===== config.mk =====
export PLATFORM = sky130hd
export DESIGN_NAME = booth_mult_sched
export DESIGN_NICKNAME = d
export VERILOG_FILES = /design/src/rtl/booth_mult_sched.sv
export SDC_FILE = /design/constraint.sdc
export NUM_CORES = 1
export LEC_CHECK = 0
export CORE_UTILIZATION = 40
export CTS_CLUSTER_DIAMETER = 150
export DETAILED_ROUTE_END_ITERATION = 10
export PLACE_DENSITY_LB_ADDON = 0.3
export REMOVE_ABC_BUFFERS = 1
export SYNTH_ARGS = -nofsm -noshare
export SYNTH_HDL_FRONTEND = slang
export SYNTH_SLANG_ARGS = --single-unit

===== constraint.sdc =====
create_clock -name clk -period 4.8 [get_ports clk]
set_input_delay 1.44 -clock clk [delete_from_list [all_inputs] [get_ports clk]]
set_output_delay 1.44 -clock clk [all_outputs]
set_load 0.01 [all_outputs]

===== src/rtl/booth_mult_sched.sv =====
// Round-robin scheduler that time-shares one combinational multicycle multiplier among NUM_REQ requesters.
// Optional per-requester product accumulation is enabled by defining BMS_ACC_EN.
module booth_mult_sched #(
    parameter int NUM_REQ       = 4,
    parameter int ID_W          = 2,
    parameter int BIT_CNT       = 16,
    parameter int SETTLE_CYCLES = 3
) (
    input  logic                       clk,
    input  logic                       rst_n,
    input  logic [NUM_REQ-1:0]         req_valid,
    input  logic [NUM_REQ*BIT_CNT-1:0] req_x,
    input  logic [NUM_REQ*BIT_CNT-1:0] req_y,
    input  logic [NUM_REQ-1:0]         req_acc,
    output logic [NUM_REQ-1:0]         req_ready,
    output logic [BIT_CNT-1:0]         mult_x,
    output logic [BIT_CNT-1:0]         mult_y,
    input  logic [2*BIT_CNT-1:0]       mult_p,
    output logic                       rsp_valid,
    output logic [ID_W-1:0]            rsp_id,
    output logic [2*BIT_CNT-1:0]       rsp_product,
    input  logic                       rsp_ready,
    output logic                       busy
);

    localparam int CNT_W = $clog2(SETTLE_CYCLES + 1);

    localparam logic [1:0] IDLE   = 2'd0;
    localparam logic [1:0] SETTLE = 2'd1;
    localparam logic [1:0] RESP   = 2'd2;

    logic [1:0]           state;
    logic [ID_W-1:0]      rr_ptr;
    logic [ID_W-1:0]      id_q;
    logic [CNT_W-1:0]     cnt;
    logic                 found;
    logic [ID_W-1:0]      grant_id;
    logic [ID_W-1:0]      cand;
    logic                 accept;
    logic                 capture;
    logic [2*BIT_CNT-1:0] cap_value;

    // Scan from rr_ptr upwards, wrapping, and stop at the first valid requester.
    always_comb begin
        found    = 1'b0;
        grant_id = '0;
        cand     = '0;
        for (int k = 0; k < NUM_REQ; k++) begin
            cand = ID_W'((int'(rr_ptr) + k) % NUM_REQ);
            if (!found && req_valid[cand]) begin
                found    = 1'b1;
                grant_id = cand;
            end
        end
    end

    assign accept  = (state == IDLE) && found;
    assign capture = (state == SETTLE) && (cnt == '0);
    assign busy    = (state != IDLE);

    always_comb begin
        req_ready = '0;
        if (rst_n && accept) begin
            req_ready[grant_id] = 1'b1;
        end
    end

`ifdef BMS_ACC_EN
    logic [2*BIT_CNT-1:0] acc [NUM_REQ];
    logic                 acc_q;

    // A cleared acc flag restarts the chain from the bare product; the sum wraps at 2*BIT_CNT bits.
    assign cap_value = acc_q ? (acc[id_q] + mult_p) : mult_p;

    always_ff @(posedge clk) begin
        if (!rst_n) begin
            acc_q <= 1'b0;
            for (int i = 0; i < NUM_REQ; i++) begin
                acc[i] <= '0;
            end
        end else begin
            if (accept) begin
                acc_q <= req_acc[grant_id];
            end
            if (capture) begin
                acc[id_q] <= cap_value;
            end
        end
    end
`else
    logic unused_req_acc;

    assign unused_req_acc = ^req_acc;
    assign cap_value      = mult_p;
`endif

    always_ff @(posedge clk) begin
        if (!rst_n) begin
            state       <= IDLE;
            rr_ptr      <= '0;
            id_q        <= '0;
            cnt         <= '0;
            mult_x      <= '0;
            mult_y      <= '0;
            rsp_valid   <= 1'b0;
            rsp_id      <= '0;
            rsp_product <= '0;
        end else begin
            case (state)
                IDLE: begin
                    if (found) begin
                        mult_x <= req_x[int'(grant_id)*BIT_CNT +: BIT_CNT];
                        mult_y <= req_y[int'(grant_id)*BIT_CNT +: BIT_CNT];
                        id_q   <= grant_id;
                        rr_ptr <= (int'(grant_id) == NUM_REQ - 1) ? '0 : grant_id + 1'b1;
                        cnt    <= CNT_W'(SETTLE_CYCLES - 1);
                        state  <= SETTLE;
                    end
                end
                SETTLE: begin
                    if (cnt == '0) begin
                        rsp_product <= cap_value;
                        rsp_id      <= id_q;
                        rsp_valid   <= 1'b1;
                        state       <= RESP;
                    end else begin
                        cnt <= cnt - 1'b1;
                    end
                end
                RESP: begin
                    if (rsp_ready) begin
                        rsp_valid <= 1'b0;
                        state     <= IDLE;
                    end
                end
                default: state <= IDLE;
            endcase
        end
    end

endmodule


### Word-level counts from Yosys, hierarchy flattened

Index checks and enable logic that the tools add are counted.

| cells by class | value |
|---|---|
| order comparisons | 6 |
| mux-type cells | 30 |
| div/mod/pow operators | 0 |
| shift-type cells | 2 |
| $mul | 0 |
| bitwise gates (word level) | 0 |
| $add $sub $neg | 5 |
| reduce and logical (&&, ||, !) cells | 19 |
| eq/ne operators | 7 |

Operator list:

| kind | number |
|---|---|
| 64-bit by 7-bit variable part select with 16-bit output | 2 |
| 2-bit 2-to-1 mux | 10 |
| 2-bit by 3-bit less-than comparator with 1-bit output, second input constant | 5 |
| 1-bit 2-to-1 mux | 11 |
| 3-bit AND reduction | 3 |
| 1-bit binary-select mux with 2-bit select | 4 |
| 1-bit logical AND | 6 |
| 2-bit inequality test, second input constant | 3 |
| 2-bit case mux with 3 select lines | 1 |
| 2-bit nonzero test | 3 |
| 2-bit by 1-bit adder with 2-bit output, second input constant | 2 |
| 2-bit adder, second input constant | 2 |
| 2-bit by 1-bit == test with 1-bit output, second input constant | 2 |
| 2-bit logical NOT | 2 |
| 4-bit 2-to-1 mux | 1 |
| 2-bit case mux with 2 select lines | 1 |
| 2-bit AND reduction | 2 |
| 1-bit logical NOT | 3 |
| 1-bit demux with 2-bit select | 1 |
| 2-bit == test, second input constant | 1 |
| 2-bit by 1-bit >= comparator with 1-bit output, second input constant | 1 |
| 2-bit by 1-bit inequality test with 1-bit output, second input constant | 1 |
| 1-bit case mux with 2 select lines | 1 |
| 2-bit by 1-bit subtractor with 2-bit output, second input constant | 1 |

| word-level totals | value |
|---|---|
| register bits | 75 |
| bits in writable memories | 0 |
| latch bits | 0 |
| bits in read-only memories | 0 |
| memories kept | 0 |
| bits of input ports | 171 |

### Depth between registers and ports, before layout

| logic depth | value |
|---|---|
| depth after elaboration | 17 |
| mapped depth | 9 |
| mapped depth without buffers | 6 |

### Worst setup path after synthesis

Ideal clock, no wire load.

| timing path | value |
|---|---|
| path type | input port to output port |
| from | input port req_valid[0] |
| to | output port req_ready[3] |
| setup slack | 750 ps |
| path buffers | 3 |
| cell stages on the path | 8 |
| arrival | 2,610 ps |
| cell sequence | a21oi_1 -> o21ai_1 -> o2bb2a_1 -> buf_2 -> buf_6 -> buf_6 -> ha_1 -> and3_1 |

| on the way | value |
|---|---|
| cells in the longest elaborated chain, start to end | 17 |

Ends and longest elaborated chain:

| item | line | RTL |
|---|---|---|
| start, declared | 11 | `input logic [NUM_REQ-1:0] req_valid,` |
| 1-bit binary-select mux with 2-bit select | 50 | `if (!found && req_valid[cand]) begin` |
| 1-bit 2-to-1 mux (not written as such) | 50 |  |
| 1-bit 2-to-1 mux | 50 |  |
| 1-bit logical NOT | 50 |  |
| 1-bit logical AND | 50 |  |
| 1-bit 2-to-1 mux | 50 |  |
| 1-bit logical NOT | 50 |  |
| 1-bit logical AND | 50 |  |
| 1-bit 2-to-1 mux | 50 |  |
| 1-bit logical NOT | 50 |  |
| 1-bit logical AND | 50 |  |
| 2-bit 2-to-1 mux | 50 |  |
| 2-bit by 3-bit less-than comparator with 1-bit output (not written as such) / 2-bit by 1-bit >= comparator with 1-bit output (equally long branches) | 64 | `req_ready[grant_id] = 1'b1;` |
| 1-bit logical AND (not written as such) | 64 |  |
| 1-bit 2-to-1 mux (not written as such) | 64 |  |
| 1-bit demux with 2-bit select | 64 |  |
| 4-bit 2-to-1 mux (*) | 63 | `if (rst_n && accept) begin` |
| end, declared | 15 | `output logic [NUM_REQ-1:0] req_ready,` |

Mark *: on every way between the ends. The rest lies on a longest branch, timed or not. The select of a mux whose other input is x is not followed.

### Worst setup path in the final report

| timing path | value |
|---|---|
| from | input port req_valid[3] |
| to | output port req_ready[1] |

The elaborated chain is that of the path after synthesis.

==> results.md <==
* Worst reg2reg path startpoint: state[0]$_SDFFE_PN0P_
* CTS sink count at 75
* Antenna violations before repair at 0
* Synth Area in Compound Gates at 25.7%
* Main combinational cell family by area after synthesis: compound AO/OA/AOI/OAI gates
* Critical Path AT at ~3.3 ns
* Overall power at 0.00209 W
* Slowest cell on crit path: clkdlybuf4s50_1
* DRT Pass-1 Iters at 4
* Outcome: finished clean
* Core Area at 0.00933 sq mm
* Fillers at 742
* Max H-tree Level at 3
* Reg2reg setup slack at 2.38 ns
* Final setup fails at 0
* Vias in the first global route at 4015
* Worst hold path startpoint: rsp_product[10]$_SDFFE_PN0P_
* Post-synthesis mux area share at 13.1%
* Required time worst endpoint at 3.36 ns
* Tightest Pin Transition at 1.20 ns
* Share of cells above drive strength 1 at 10.4%
* Final hold vios at 0
* Synth cell types at 40
* Max-slew violation count at 0
* Diodes inserted at 0
* Synth Area in Simple Gates at between 10% and 20%
* Routed vias/inst at about 5.2
* GRT Total Usage at about a quarter
* CP Capture Type: output port
* Async SR Flop Fraction at 0%
* GR Overflow Total at 0
* Worst r2r path cells at 4
* Worst rel slew slack at 20.1%
* Crit-path max FO at 6
* Largest stage delay, worst path at 0.44 ns
* Final Util at 70.5%
* Clk buf depth at 2
* Root cell of the clock tree: clkbuf_8
* Chip Height at about 100 microns
* Worst path top cell family by delay: buffers and inverters
* Hold Crit Class: flip-flop to flip-flop
* Mapped cell area at 0.00389 sq mm
* Final Critical Period at 4.71 ns
* Lkg Pwr at 2.47 nW
* Via count at 4031
* Adder-Cell Fraction of Synth Area at less than 1%
* Num CTS Buffers at 9
* Drt first-iter violations at 86
* Remaining antenna violation count at 0
* Avg Cell Area, Syn at 9.41 sq um
* Starting density of the core at 41.7%
* Sw frac at 32.7%
* Ys flop type: dfxtp_1
* DRC at 0
* Die Area at 0.0101 sq mm
* Sum of buffers and inverters on the critical path at 5
* Clock slew at reported path FFs at 0.07 ns
* DIE WIDTH at 101 microns
* Register share of total power at 37.3%
* Net switching power figure at 0.000682 W
* Final worst path period share at between 90% and 100%
* Yosys warns at 0
* Port-buffer cells at about 240
* Mapped Cells at 413
* Clock Power Share at 21.1%
* RSZ-0062 raised after global routing: no
* Routed wire length at 12300 microns
* Crit path kind: input port to output port
* Clock Latency Late Sink at 0.33 ns
* Max VDD drop at ~0.00018 V
* FMAX at roughly 210 MHz
* Post-synth EDFFs at 0
* Hold Crit Depth at 2
* Num rows at 35
* Reg-to-Reg End: mult_x[13]$_SDFFE_PN0P_
* First-pass GRT wire length at 19100 microns
* Power per cell area at 317 mW/mm^2
* Internal at approximately 0.0014 W
* Gate power share at 41.6%
* Most common cell on crit path: buf_4
* Hold EP: rsp_product[10]$_SDFFE_PN0P_
* Setup crit start kind: input port
* HPWL after DPL at 9420 microns
* #FFs+latches synth at 75
* Largest net degree at the start of global routing at 43
* Post-layout net count at ~820
* CTS tree: built
* Gpl congestion at 0.810
* Crit path cell chain: clkdlybuf4s50_1 > buf_4 > nor4_1 > nor2_2 > buf_4 > buf_4 > nand3_4 > nor2_1 > dlygate4sd2_1
* Area delta synth->final at 69.2%
* Max_cap viols at 0
* Per-cell routed wire length at 15.8 microns
* Ports at 243
* Post-synthesis xor/xnor area fraction at 0%
* Sequential-to-total area share from yosys stat at between 30% and 40%
* Clock skew at 0.0125 ns
## kinds of logic after synthesis
logic type / after synthesis
fa+ha+maj: 2
simple gates: 120
flops: 75
buf+inv: 56
compound gates: 109
mux: 51
## timing repair
action | 4_1_cts | 5_1_grt
resized for setup | 4 | 0
endpoints found under the setup margin | 4 | 0
setup buffers | 1 | 0
hold buffers | 0 | 0
## state kept, by name, indices dropped and copies added (netlist names)
name,count
rr_ptr,2
mult_y,16
rsp_product,32
rsp_id,2
mult_x,16
state,2
id_q,2
rsp_valid,1
cnt,2
## power by group through the flow
stage,combinational [W],sequential [W],clock (W)
final,0.000867,0.000778,0.000441
after global routing,0.000933,0.000788,0.000478
after CTS,0.000875,0.000777,0.000450
after detailed placement,0.000868,0.000790,0
after global placement,0.000853,0.000786,0
after floorplan,0.000376,0.000824,0
## tightest hold or removal path, stage by stage, from the launching register on
cell	delay [ns]
dfxtp_1	0.31
nand2_1	0.04
a21boi_0	0.06
## placed cells by master (no fill, tap or decap), types with 4 or more instances in the layout
cell             count
clkdlybuf4s50_1    233
nand2_1             78
dfxtp_1             75
mux2i_1             51
a21boi_0            37
buf_4               23
inv_1               19
nand3_1             17
o21a_1              16
o41ai_1             15
clkbuf_8            11
o221ai_2            10
a221oi_2            10
o221ai_1             7
a221oi_1             5
dlygate4sd2_1        4
## synthesized netlist by cell type (5+ instances only)
cell type / instances / area share, %
clkbuf_1: 19 / 1.8
o41ai_1: 15 / 3.4
buf_2: 10 / 1.3
o221ai_2: 10 / 3.9
nand3_1: 17 / 2.2
o21a_1: 16 / 3.1
nand2_1: 78 / 7.5
buf_6: 6 / 1.7
dfxtp_1: 75 / 39
o221ai_1: 7 / 1.6
a221oi_2: 10 / 3.9
inv_1: 19 / 1.8
a221oi_1: 5 / 1.1
a21boi_0: 37 / 7.1
mux2i_1: 51 / 13
## routing by layer
metal  up-vias  GRT usage [%]  share of wire (%)  wire [microns]
met5         -              0                  0               0
met2       182           43.9                 51            6260
met1      1866           24.6                 38            4680
li1       1958              -                  -               -
met3        25           9.08                8.9            1100
met4         0           9.48                2.4             295
## worst max path at each step
stage,depth (start not counted),end,from
floorplan,5,req_ready[3],req_valid[0]
detailed placement,8,req_ready[1],req_valid[0]
global placement,8,req_ready[1],req_valid[3]
global route,8,req_ready[1],req_valid[0]
finish,9,req_ready[1],req_valid[3]
CTS,9,req_ready[1],req_valid[3]
## layout make-up
cell class	count	area (sq um)	area share, %
timing repair buffer	261	2540	38.7
multi-input combinational	282	2120	32.2
sequential	75	1500	22.8
tap	129	161	2.45
clock buffer	11	151	2.30
inverter	19	71.3	1.08
clock inverter	4	26.3	0.399
## stage by stage
step	hold WS (ns)	area (sq um)	setup TNS, ns	worst slack, ns	std cells
3_3_place_gp	0.449	6400	0	0.0140	765
5_1_grt	0.489	6580	0	0.0307	781
2_1_floorplan	0.441	3680	-8.47	-0.985	376
3_5_place_dp	0.456	6400	-0.101	-0.0653	765
4_1_cts	0.466	6580	0	0.127	781
6_report	0.461	6580	0	0.0920	781
No activity file was read; power rests on OpenSTA's default activity.
